<file path="src/rtl/pdm_capture.sv">
// PDM microphone front end: shared pdm_clk divider, dual-edge stereo capture per line,
// per-channel deserialisation and a FWFT frame FIFO. Define PDM_ONES_COUNT_EN for boxcar ones-count words.
module pdm_capture #(
  parameter int unsigned CLK_DIV    = 25,
  parameter int unsigned NUM_LINES  = 1,
  parameter int unsigned WORD_W     = 16,
  parameter int unsigned FIFO_DEPTH = 4
) (
  input  logic                            clk,
  input  logic                            rst,
  input  logic                            en,
  output logic                            pdm_clk,
  input  logic [NUM_LINES-1:0]            mic_data,
  output logic                            m_valid,
  input  logic                            m_ready,
  output logic [2*NUM_LINES*WORD_W-1:0]   m_data,
  output logic                            overflow
);

  localparam int unsigned NCH     = 2 * NUM_LINES;
  localparam int unsigned FRAME_W = NCH * WORD_W;
  localparam int unsigned DIV_W   = $clog2(CLK_DIV);
  localparam int unsigned BIT_W   = $clog2(WORD_W);
  localparam int unsigned PTR_W   = $clog2(FIFO_DEPTH);

  localparam logic [DIV_W-1:0] DIV_LAST  = DIV_W'(CLK_DIV - 1);
  localparam logic [DIV_W-1:0] DIV_ONE   = DIV_W'(1);
  localparam logic [BIT_W-1:0] BIT_LAST  = BIT_W'(WORD_W - 1);
  localparam logic [BIT_W-1:0] BIT_ONE   = BIT_W'(1);
  localparam logic [PTR_W-1:0] PTR_ONE   = PTR_W'(1);
  localparam logic [PTR_W:0]   CNT_ONE   = (PTR_W + 1)'(1);
  localparam logic [PTR_W:0]   CNT_FULL  = (PTR_W + 1)'(FIFO_DEPTH);

  logic [DIV_W-1:0]   div_cnt_q;
  logic               pdm_clk_q;
  logic               armed_q;
  logic [BIT_W-1:0]   bit_cnt_q;
  logic               push_q;
  logic [WORD_W-1:0]  sh_q [NCH];
  logic [FRAME_W-1:0] mem_q [FIFO_DEPTH];
  logic [PTR_W-1:0]   wr_ptr_q, rd_ptr_q;
  logic [PTR_W:0]     count_q, count_d;
  logic               valid_q, overflow_q;

  logic               phase_end, sample_l, sample_r, frame_done;
  logic               fifo_full, pop, do_push, drop;
  logic [FRAME_W-1:0] frame;

  // Sample strobes fire on the last clk cycle of each pdm_clk phase.
  always_comb begin
    phase_end  = en && (div_cnt_q == DIV_LAST);
    sample_l   = phase_end && pdm_clk_q;
    sample_r   = phase_end && !pdm_clk_q && armed_q;
    frame_done = sample_r && (bit_cnt_q == BIT_LAST);
  end

  // Divider, arming and bit counter; push request is independent of en so a completed frame survives a disable.
  always_ff @(posedge clk) begin
    if (rst) begin
      div_cnt_q <= '0;
      pdm_clk_q <= 1'b0;
      armed_q   <= 1'b0;
      bit_cnt_q <= '0;
      push_q    <= 1'b0;
    end else begin
      push_q <= frame_done;
      if (!en) begin
        div_cnt_q <= '0;
        pdm_clk_q <= 1'b0;
        armed_q   <= 1'b0;
        bit_cnt_q <= '0;
      end else begin
        if (phase_end) begin
          div_cnt_q <= '0;
          pdm_clk_q <= !pdm_clk_q;
        end else begin
          div_cnt_q <= div_cnt_q + DIV_ONE;
        end
        if (sample_l) begin
          armed_q <= 1'b1;
        end
        if (sample_r) begin
          bit_cnt_q <= frame_done ? '0 : (bit_cnt_q + BIT_ONE);
        end
      end
    end
  end

  // Per-channel word builders: even channel takes L samples, odd channel takes R samples.
  always_ff @(posedge clk) begin
    if (rst) begin
      for (int c = 0; c < NCH; c++) begin
        sh_q[c] <= '0;
      end
    end else begin
      for (int i = 0; i < NUM_LINES; i++) begin
`ifdef PDM_ONES_COUNT_EN
        if (sample_l && (bit_cnt_q == '0)) begin
          sh_q[2*i]   <= {{(WORD_W-1){1'b0}}, mic_data[i]};
          sh_q[2*i+1] <= '0;
        end else if (sample_l) begin
          sh_q[2*i]   <= sh_q[2*i] + {{(WORD_W-1){1'b0}}, mic_data[i]};
        end
        if (sample_r) begin
          sh_q[2*i+1] <= sh_q[2*i+1] + {{(WORD_W-1){1'b0}}, mic_data[i]};
        end
`else
        if (sample_l) begin
          sh_q[2*i]   <= {sh_q[2*i][WORD_W-2:0], mic_data[i]};
        end
        if (sample_r) begin
          sh_q[2*i+1] <= {sh_q[2*i+1][WORD_W-2:0], mic_data[i]};
        end
`endif
      end
    end
  end

  // FIFO control; a push into a full FIFO succeeds only when the head leaves in the same cycle.
  always_comb begin
    for (int c = 0; c < NCH; c++) begin
      frame[c*WORD_W +: WORD_W] = sh_q[c];
    end
    fifo_full = (count_q == CNT_FULL);
    pop       = valid_q && m_ready;
    do_push   = push_q && (!fifo_full || pop);
    drop      = push_q && fifo_full && !pop;
    count_d   = count_q;
    case ({do_push, pop})
      2'b10:   count_d = count_q + CNT_ONE;
      2'b01:   count_d = count_q - CNT_ONE;
      default: count_d = count_q;
    endcase
  end

  // Pointers, occupancy, registered valid and sticky overflow.
  always_ff @(posedge clk) begin
    if (rst) begin
      wr_ptr_q   <= '0;
      rd_ptr_q   <= '0;
      count_q    <= '0;
      valid_q    <= 1'b0;
      overflow_q <= 1'b0;
    end else begin
      if (do_push) begin
        wr_ptr_q <= wr_ptr_q + PTR_ONE;
      end
      if (pop) begin
        rd_ptr_q <= rd_ptr_q + PTR_ONE;
      end
      count_q    <= count_d;
      valid_q    <= (count_d != '0);
      overflow_q <= overflow_q || drop;
    end
  end

  // Frame storage needs no reset; valid_q gates its visibility.
  always_ff @(posedge clk) begin
    if (do_push) begin
      mem_q[wr_ptr_q] <= frame;
    end
  end

  assign pdm_clk  = pdm_clk_q;
  assign m_valid  = valid_q;
  assign m_data   = mem_q[rd_ptr_q];
  assign overflow = overflow_q;

endmodule

</file>
<file path="config.mk">
export PLATFORM = sky130hd
export DESIGN_NAME = pdm_capture
export DESIGN_NICKNAME = d
export VERILOG_FILES = /design/src/rtl/pdm_capture.sv
export SDC_FILE = /design/constraint.sdc
export NUM_CORES = 1
export LEC_CHECK = 0
export CAP_MARGIN = 10
export CORE_ASPECT_RATIO = 1.75
export CORE_MARGIN = 2
export CORE_UTILIZATION = 45
export CTS_BUF_LIST = sky130_fd_sc_hd__clkbuf_8 sky130_fd_sc_hd__clkbuf_16
export DETAILED_ROUTE_END_ITERATION = 12
export GPL_TIMING_DRIVEN = 0
export SLEW_MARGIN = 5
export SYNTH_ARGS = -nofsm -noshare
export SYNTH_HDL_FRONTEND = slang
export SYNTH_SLANG_ARGS = --single-unit
</file>
<file path="constraint.sdc">
create_clock -name clk -period 3.57 [get_ports clk]
set_input_delay 0.357 -clock clk [delete_from_list [all_inputs] [get_ports clk]]
set_output_delay 0.357 -clock clk [all_outputs]
set_load 0.005 [all_outputs]
</file>
==> Word-level counts from Yosys, hierarchy flattened <==
Memory sizes are Yosys's and may differ from the RTL's. A register that Yosys moved wholly into a read port is not among the register bits.
Index checks and enable logic that the tools add are counted.
{ "word_totals": {"output_inout_bits": 35, "in_bits": 5, "ff_bits": 21, "memories": 2, "word_cells": 59, "mem_bits_rw": 160} }
{ "memory_table": {"columns": ["memory", "words", "word_bits", "rd", "rd_clocked_by_memory_dff", "write_ports", "line", "rtl"], "rows": [
  ["mem_q", 4, 32, 1, 1, 1, "40", "logic [FRAME_W-1:0] mem_q [FIFO_DEPTH];"],
  ["sh_q", 2, 16, 2, 0, 2, "39", "logic [WORD_W-1:0] sh_q [NCH];"]
]} }
{ "op_classes": {"n_eq_ne": 5, "addsub": 6, "bitwise_logic": 3, "n_mux": 16, "reduce_logical": 17} }
{ "op_table": {"columns": ["operator", "n"], "rows": [
  ["$mux 16", 2],
  ["$mux 1", 10],
  ["$logic_and 1x1->1", 9],
  ["$pmux 3 s2", 1],
  ["$add 5x1->5 const B", 1],
  ["$eq 5x5->1 const B", 1],
  ["$add 2x1->2 const B", 2],
  ["$add 4x1->4 const B", 1],
  ["$eq 4x4->1 const B", 1],
  ["$mux 2", 2],
  ["$mux 4", 1],
  ["$add 3x1->3 const B", 1],
  ["$eq 3x3->1 const B", 1],
  ["$logic_not 1->1", 3],
  ["$reduce_bool 3->1", 1],
  ["$reduce_or 3->1", 1],
  ["$sub 3x1->3 const B", 1],
  ["$eq 2x1->1 const B", 1],
  ["$eq 2x2->1 const B", 1],
  ["$logic_or 1x1->1", 2],
  ["$or 1x1->1", 2],
  ["$reduce_or 2->1", 1],
  ["$not 1->1", 1]
]} }

==> Longest topological paths before layout <==
Gate-level depths: netlist of run 1.
{ "logic_depth": {"word_depth": 8, "mapped_depth": 6, "depth_no_buf": 6} }

==> Worst setup path after synthesis of run 1 <==
Ideal clock, no wire load.
{ "synth_timing": {"path_kind": "register to register", "start": "register valid_q, in the netlist m_valid", "end": "memory mem_q[0][0] in the netlist's numbering (enable)", "synth_period_minus_slack_ns": 2.069, "required_ns": 3.178, "path_stages_with_launch": 4, "arrival_time_ns": 1.677, "slack_ns": 1.501, "n_path_buf": 0, "cell_sequence": "dfxtp_1 -> nand2_1 -> a21boi_1 -> and2_1"} }
{ "synth_via": {"elab_chain_cells": 5} }
{ "synth_lines": {"columns": ["item", "line", "rtl"], "rows": [
  ["start, declared", "43", "logic valid_q, overflow_q;"],
  ["start signal, assigned", "152", "valid_q <= (count_d != '0);"],
  ["$logic_and 1x1->1", "125", "pop = valid_q && m_ready;"],
  ["$logic_or 1x1->1", "126", "do_push = push_q && (!fifo_full || pop);"],
  ["$logic_and 1x1->1", "126", null],
  ["$mux 1", "159", "if (do_push) begin"],
  ["$mux 1 (implied by the code)", "160", "mem_q[wr_ptr_q] <= frame;"],
  ["end, declared", "40", null]
]} }
No other way between the ends.

==> results, run 1 <==
- The clock-pin slew on the worst setup and hold paths is around 70 ps.
- Setup repair after global routing left no endpoint under its margin.
- The region available for standard cell placement spans 14800 um^2.
- The overall routing resource usage is about 14%.
- Across all layers, the routed design uses ~3100 vias.
- Counting the fill cells in the layout gives roughly 1200.
- After Yosys synthesis, and, or, nand and nor cells account for under 10% of the synthesized area.
- The most used standard cell by instance count after synthesis is edfxtp_1.
- The total number of cells along the worst setup path is 4.
- The number of setup buffers added after CTS is 0.
- Across all register-to-register paths, the minimum setup slack is around 1600 ps.
- The floorplan step defined a die boundary enclosing ~16000 um^2.
- Sorting the synthesized cells by area gives the leading types as edfxtp_1 70%, mux4_2 11%, dfxtp_1 6.7%, and2_1 3.2%, ha_1 1.3%.
- The cell family contributing the most delay on the critical path is buffers and inverters.
- At the worst endpoint, the arrival time is roughly 2300 ps.
- The critical path contains buffers and inverters numbering 3 combined.
- The clock root buffer is clkbuf_16.
- The number of antenna diodes is 0.
- The top cell type by area accounts for 70.3% of the synthesized area.
- The xor/xnor share of the synthesized area is under 10%.
- The number of distinct library cell variants in the gate-level netlist after synthesis is 38.
- In the final routed layout, each cell accounts on average for around 18 um.
- Entering global routing, the biggest net connects 28 pins.
- The TritonCTS clock tree is yes.
- Dividing the final minimum period by the clock period gives around 75%.
- STA classifies the critical path startpoint as a flip-flop.
- The worst-case clock skew is roughly 11 ps.
- Setup violations remaining at the end of the flow were counted as 0.
- The average instance in the mapped netlist occupies 19.7 um^2.
- Before CTS, the worst setup slack after placement is 1030 ps.
- The signal on the critical path passes through buf_2, buf_2, mux4_2, clkdlybuf4s50_1.
- Detailed placement finished with a half-perimeter wire length of just under 7 mm.
- The worst path meets setup with 905 ps of slack.
- The leakage component of the power is between 2 and 3 nW.
- The number of global-route vias before repair is between 3000 and 4000.
- Buffers placed on the I/O ports in this run total 39.
- The area growth from synthesis to layout is 18.6%.
- The number of synthesized flops with an enable pin is 160.
- Ranked by instance count, the synthesized netlist is headed by 160 x edfxtp_1, 35 x and2_1, 32 x mux4_2, 23 x dfxtp_1, 19 x nor2_1.
- The synthesized area is a little under 7000 um^2.
- For the final routed database, the setup TNS stands at 0 ps.
- The final routed wirelength across all metal layers is ~11 mm.
- The number of antenna violations at the first check in global routing is 0.
- Measured against the total synthesized area, the mux share comes to a little over a tenth.
- At the end of the flow the core is filled with cells to 54.6%.
- For this run, the slowest stage of the critical path takes about 580 ps.
- The clock passes through at most 2 buffers.
- The transition time at the pin with the least slew margin is about 880 ps.
- The worst slew slack as a fraction of its limit is between 40% and 50%.
- The critical path capture point type is an output pin.
- The remaining antenna violation count is 0.
- In this run the power density over the cells is slightly above 500 nW/um^2.
- The sequential cells in the finished layout cover a total of approximately 5300 um^2.
- The multi-input combinational cells in the finished layout cover a total of 1490 um^2.
- The class of the tightest hold or removal check is flip-flop to flip-flop.
- The critical path data required time is around 3200 ps.
- The last weighted congestion value of the routability-driven placer is 0.688.
- The cell count of the worst reg-to-reg path is 5.
- After Yosys synthesis, full adders, half adders and majority gates account for under 10% of the synthesized area.
- The synthesis warning total is 0.
- In the synthesized netlist the dominant register cell turns out to be edfxtp_1.
- The first-pass detailed-route iteration total is 4.
- The cell type of the slowest stage on the worst timing path is mux4_2.
- In the synthesized netlist the async set-or-reset flop fraction comes to 0%.
- The DRC violations left is 0.
- The worst-case IR drop observed on VDD is about 0.00035 V.
- Subtracting the final worst setup slack from the clock period gives ~2700 ps.
- The cell occurring most often along the worst timing path is buf_2.
- The worst hold slack across all endpoints is about 470 ps.
- The first global-routing pass estimated approximately 18 mm of wire.
- The placement-stage cell area is approximately 7500 um^2.
- The endpoint of the most critical setup path is m_data[20].
- After synthesis, the largest family of logic cells by area is multiplexers.
- The worst reg2reg path endpoint is sh_q[0][29].
- The post-route standard cell area excluding fillers is a little over 8000 um^2.
- Of the cells placed in the final design, the portion with a size suffix greater than 1 is around a fifth.
- The flow ran to the end, and the final reports show no timing, DRC or antenna violations.
- Max-cap violations in this run came to 0.
- The deepest level of the CTS H-tree is 4.
- The die is approximately 170 um tall.
- The number of clock buffers added by TritonCTS is 17.
- Synthesis inferred around 180 register bits.
- The worst setup path is of the flip-flop to output pin kind.
- Summing the sequential cell areas from Yosys gives around 77% of the chip area.
- The clock network latency to the later pin of the worst-skew pair is about 430 ps.
- The final number of max-transition violations is 0.
- The initial cell density of the core is a little under half.
- For this design the top-level I/O count stands at 40.
- The first routing iteration left about 160 violations.
- For this run, the top clock speed supported by timing is around 380 MHz.
- The final global-route overflow total is 0.
- In this run the worst path has a maximum fanout of 10.
- Summing the areas of all compound-gate instances in the mapped netlist gives approximately 1.3% of the synthesized area.
- In the routed layout, each cell is associated on average with a via count of 5.19.
- The number of instances in the synthesized netlist is ~350.
- The post-synth net total is 360.
- The final hold violation count is 0.
- The worst register-to-register path begins at div_cnt_q[0].
- The clock net in this run drives a total of about 180 sinks.
- The number of gates resized after CTS was 0.
- The overall die width is between 90 and 100 um.
- The number of nets at the end of the flow is 422.
- edfxtp_1 takes more of the synthesized area than any other cell.
- Hold repair after CTS inserted 0 buffers.
- After floorplanning, the core was divided into 59 placement rows.
flip-flops by register name, indices dropped and copies added (netlist names), named ones only:
signal / count
armed_q: 1
wr_ptr_q: 2
rd_ptr_q: 2
sh_q: 32
pdm_clk: 1
div_cnt_q: 5
mem_q: 128
push_q: 1
overflow: 1
count_q: 3
bit_cnt_q: 4
m_valid: 1
layout by cell type (no fill, tap or decap), types with 7 or more instances in the layout:
master,count
nand2_1,8
and2_1,31
clkdlybuf4s50_1,39
clkbuf_16,17
nor2_1,19
edfxtp_1,160
dfxtp_1,23
ha_1,7
inv_1,9
mux4_2,32
logic make-up (layout without fill, tap and decap cells):
family / Yosys count / after routing
fa+ha+maj: 8 / 8
simple gates: 80 / 80
compound gates: 12 / 12
xor+xnor: 10 / 10
buf+inv: 20 / 95
mux: 34 / 34
flops: 183 / 183
worst min-delay path by stage:
stage | depth (start not counted) | slack (ps) | to | startpoint
after detailed placement | 1 | 460 | div_cnt_q[0] | div_cnt_q[0]
after CTS | 1 | 470 | div_cnt_q[0] | div_cnt_q[0]
after global placement | 2 | 450 | armed_q | armed_q
after global routing | 1 | 490 | div_cnt_q[0] | div_cnt_q[0]
after floorplan | 1 | 430 | div_cnt_q[0] | div_cnt_q[0]
final | 1 | 470 | div_cnt_q[0] | div_cnt_q[0]
area by class of cell:
cell class / count / share of cell area [%]
Clock inverter: 15 / 1.71
Clock buffer: 17 / 5.25
Inverter: 9 / 0.417
Sequential cell: 183 / 65.0
Multi-Input combinational cell: 144 / 18.4
Buffer: 11 / 0.618
Tap cell: 183 / 2.83
Timing Repair Buffer: 43 / 5.81
metrics by stage:
stage	cells	total power, mW
2_1_floorplan	347	2.39
3_3_place_gp	569	2.41
3_5_place_dp	573	2.41
4_1_cts	605	4.16
5_1_grt	605	4.25
6_report	605	4.12
worst register-to-register path: stages, from the launching register on:
cell,delay (ps)
dfxtp_1,340
inv_1,60
ha_1,170
and4b_1,240
nand2_1,160
nand2b_1,660
where the power goes:
part | switching (mW) | internal [mW]
Combinational | 0.0161 | 0.00726
Sequential | 0.0153 | 2.33
Clock | 0.831 | 0.923
per-layer routing:
layer  vias up  GRT usage (%)  wire (um)
met5         -              0          0
li1       1472              -          -
met4         0           5.33        182
met2        51           26.2       6170
met3        16           3.19        323
met1      1598           15.9       4210
Power figures use the tool's default switching activity.
==> run 2: changes to the inputs <==
- PLACE_DENSITY: default -> 0.65
- clock period: 3.57 -> 2.3 ns (I/O delays scaled with it)
==> run 2 against run 1 <==
  * Via count grew 3.7%
  * Critical path depth is the same
  * First-iteration DRC count grew 28%
  * Worst hold slack gained 1.2 ps
  * Power grew 55%
  * Cell count grew 2.6%
  * Sequential power grew 55%
  * Register-to-register slack lost 1300 ps
  * Critical endpoint is now m_data[8]
==> results, run 2 (synthesis gave the netlist of run 1 again) <==
- The count of hold-fix buffers inserted at cts is 0 (unchanged).
- The deepest level of the CTS H-tree is 4 (unchanged).
- The flow ran to the end, and the final reports show no timing, DRC or antenna violations.
- Leaving out fill and tap cells, the most frequent cell in the layout is edfxtp_1.
- The overall routing resource usage was 14.4% (+0.16 points).
- The quantity of I/O buffers inserted on ports came to 39 (unchanged).
- The hold path endpoint is div_cnt_q[0].
- The final hold violation count is 0 (unchanged).
- The tightest min-delay check is of the flip-flop to flip-flop type.
- The multi-input gate area in the final layout is 1490 um^2 (unchanged).
- The start point of the worst hold path is div_cnt_q[0].
- The most utilized layer in the global route result is met2.
- The area used by sequential logic in the layout is 5270 um^2 (unchanged).
- The worst-case clock skew is 6.45 ps (-4.57 ps).
- In the final layout, the registers with the most flip-flops are mem_q (128), sh_q (32), div_cnt_q (5).
- The leakage component of the power is 2.96 nW (+11%).
- The core outline area is 14800 um^2 (unchanged).
- For this design, the slowest cell found on the critical path is mux4_2.
- The critical path goes through buf_6, clkbuf_16, mux4_2, clkdlybuf4s50_1.
- The period utilization is between 90% and 100%.
- The met1 routing resource usage after global routing is 15.2% (-0.68 points).
- The total power after layout is 6.38 mW (+55%).
- The arrival time at the worst endpoint came to 2020 ps (-290 ps).
- The first-pass detailed-route iteration total is 4 (unchanged).
- The final global-route overflow total is 0 (unchanged).
- The final count of negative-setup-slack endpoints is 0 (unchanged).
- The largest net degree at the start of global routing was 26 (-7.1%).
- The worst register-to-register path ends at sh_q[0][27].
- The DRC violations left is 0 (unchanged).
- The startpoint identified for the worst register-to-register timing path is div_cnt_q[0].
- The floorplan die area is 16200 um^2 (unchanged).
- The number of core rows came to 59 (unchanged).
- The worst setup path is captured at an output pin.
- The detailed placer's ending HPWL is 7.22 mm (+4.4%).
- The library cells used most frequently in the layout, excluding fill and tap cells, are 160 x edfxtp_1, 32 x mux4_2, 31 x and2_1.
- The worst path needs approximately 2300 ps of the cycle, external delays included.
- The number of antenna diodes is 0 (unchanged).
- The final routed wirelength across all metal layers is 11.5 mm (+5.4%).
- The count of max-cap constraint violations is 0 (unchanged).
- The global-route wire length before repair came to 17.7 mm (+0.87%).
- The clock network latency to the later pin of the worst-skew pair is 410 ps (-20 ps).
- The count of clock tree sinks is 183 (unchanged).
- The transition time at the pin with the least slew margin is 902 ps (+17.8 ps).
- The clock root buffer is clkbuf_16.
- The total number of vias was 3252 (+3.7%).
- The met3 routing resource usage after global routing was 3.44% (+0.25 points).
- The count of placed standard cells including taps is 573 (unchanged).
- The aggregate negative setup slack was 0 ps (unchanged).
- The post-synthesis to final-layout area growth is 22.3%.
- The number of flip-flops under the largest register name is 128 (unchanged).
- The register with the highest flop count is mem_q.
- The count of routing violations after the opening detailed-route iteration is 204 (+28%).
- The cell depth of the worst hold path was 1 (unchanged).
- The critical path is of the flip-flop to output pin type.
- The met2 layer usage reported by global route is 27.4% (+1.1 points).
- The via density per instance is 5.24 (+0.99%).
- The vertical extent of the die was 167 um (unchanged).
- The cell count of the worst reg-to-reg path is 5 (unchanged).
- The clock-pin slew on the worst setup and hold paths was 70 ps (about the same).
- The initial cell density of the core is 46.0% (unchanged).
- The worst slew slack as a fraction of its limit came to 39.9% (-1.2 points).
- The largest vdd supply drop is 0.000519 V (+48%).
- The fmax is 444 MHz.
- The overall die width came to 97.1 um (unchanged).
- The number of global-route vias before repair was 3380 (+2.7%).
- STA classifies the critical path startpoint as a flip-flop.
- The post-layout instance count excluding filler cells is 621 (+2.6%).
- The maximum clock path buffer count is 2 (unchanged).
- The maximum fanout encountered on the critical timing path came to 7 (-3).
- The last weighted congestion value of the routability-driven placer is 0.699 (+1.6%).
- The final number of max-transition violations came to 0 (unchanged).
- The number of antenna violations at the first check in global routing is 0 (unchanged).
- The number of top-level pins is 40 (unchanged).
- The remaining antenna violation count was 0 (unchanged).
- The number of nets at the end of the flow is 438 (+3.8%).
- The power density over the cells is 763 nW/um^2 (+50%).
- The proportion of layout cells with a drive suffix above 1 was 23.3% (+3.9 points).
- TritonCTS built the clock tree.
- The worst-case register-to-register setup slack came to 280 ps (-1270 ps).
- The maximum single-stage delay on the critical path is 480 ps (-100 ps).
- The layout filler cell count is 1100 (-7.7%).
- The critical path data required time is 2070 ps (-1140 ps).
- The average detailed-routed wire length per instance is 18.5 um (+2.7%).
- The number of clock buffers inserted by TritonCTS is 17 (unchanged).
[run 2: timing repair]
action                                  4_1_cts  5_1_grt
gates cloned                                  0        2
buffers inserted                              1       13
endpoints found under the setup margin       30       22
gates resized for setup                      27       19
[run 2: critical path: cells and delay by family, from the launching register on]
kind / cells / cell delay, ps
buf+inv: 3 / 790
flops: 1 / 330
mux: 1 / 480
[run 2: power by group]
part | total (mW) | switching, mW | internal, mW
clock | 2.71 | 1.27 | 1.43
combinational | 0.0365 | 0.0252 | 0.0112
sequential | 3.63 | 0.0236 | 3.61
[run 2: how the worst max path moves through the flow]
stage / start / to / slack (ps) / depth (start not counted)
5_1_grt: flip-flop / m_data[29] / -8 / 5
3_3_place_gp: m_ready / mem_q[3][5] / -910 / 4
6_report: flip-flop / m_data[8] / 50 / 4
4_1_cts: flip-flop / m_data[17] / 0.09 / 4
3_5_place_dp: m_ready / mem_q[1][28] / -130 / 5
2_1_floorplan: m_valid / mem_q[1][0] / 230 / 3
[run 2: per-layer routing]
layer	vias to the layer above	share of wire (%)
met5	-	0
met4	0	1.4
met3	11	2.6
met2	52	58
met1	1680	38
li1	1509	-
[run 2: layout make-up]
| type | count | share of cell area, % |
|---|---|---|
| Clock inverter | 15 | 1.66 |
| Buffer | 11 | 1.32 |
| Multi-Input combinational cell | 144 | 17.8 |
| Clock buffer | 17 | 5.09 |
| Tap cell | 183 | 2.74 |
| Timing Repair Buffer | 59 | 7.94 |
| Sequential cell | 183 | 63.0 |
| Inverter | 9 | 0.404 |
[run 2: per-stage QoR]
stage | hold slack [ps] | setup WS [ps] | util [%] | area, um^2
6_report | 473 | 47.2 | 56.3 | 8350
5_1_grt | 499 | -7.62 | 56.3 | 8350
4_1_cts | 478 | 0.0948 | 55.0 | 8160
3_5_place_dp | 462 | -132 | 50.8 | 7540
3_3_place_gp | 444 | -912 | 50.2 | 7450
2_1_floorplan | 307 | 231 | - | 6830
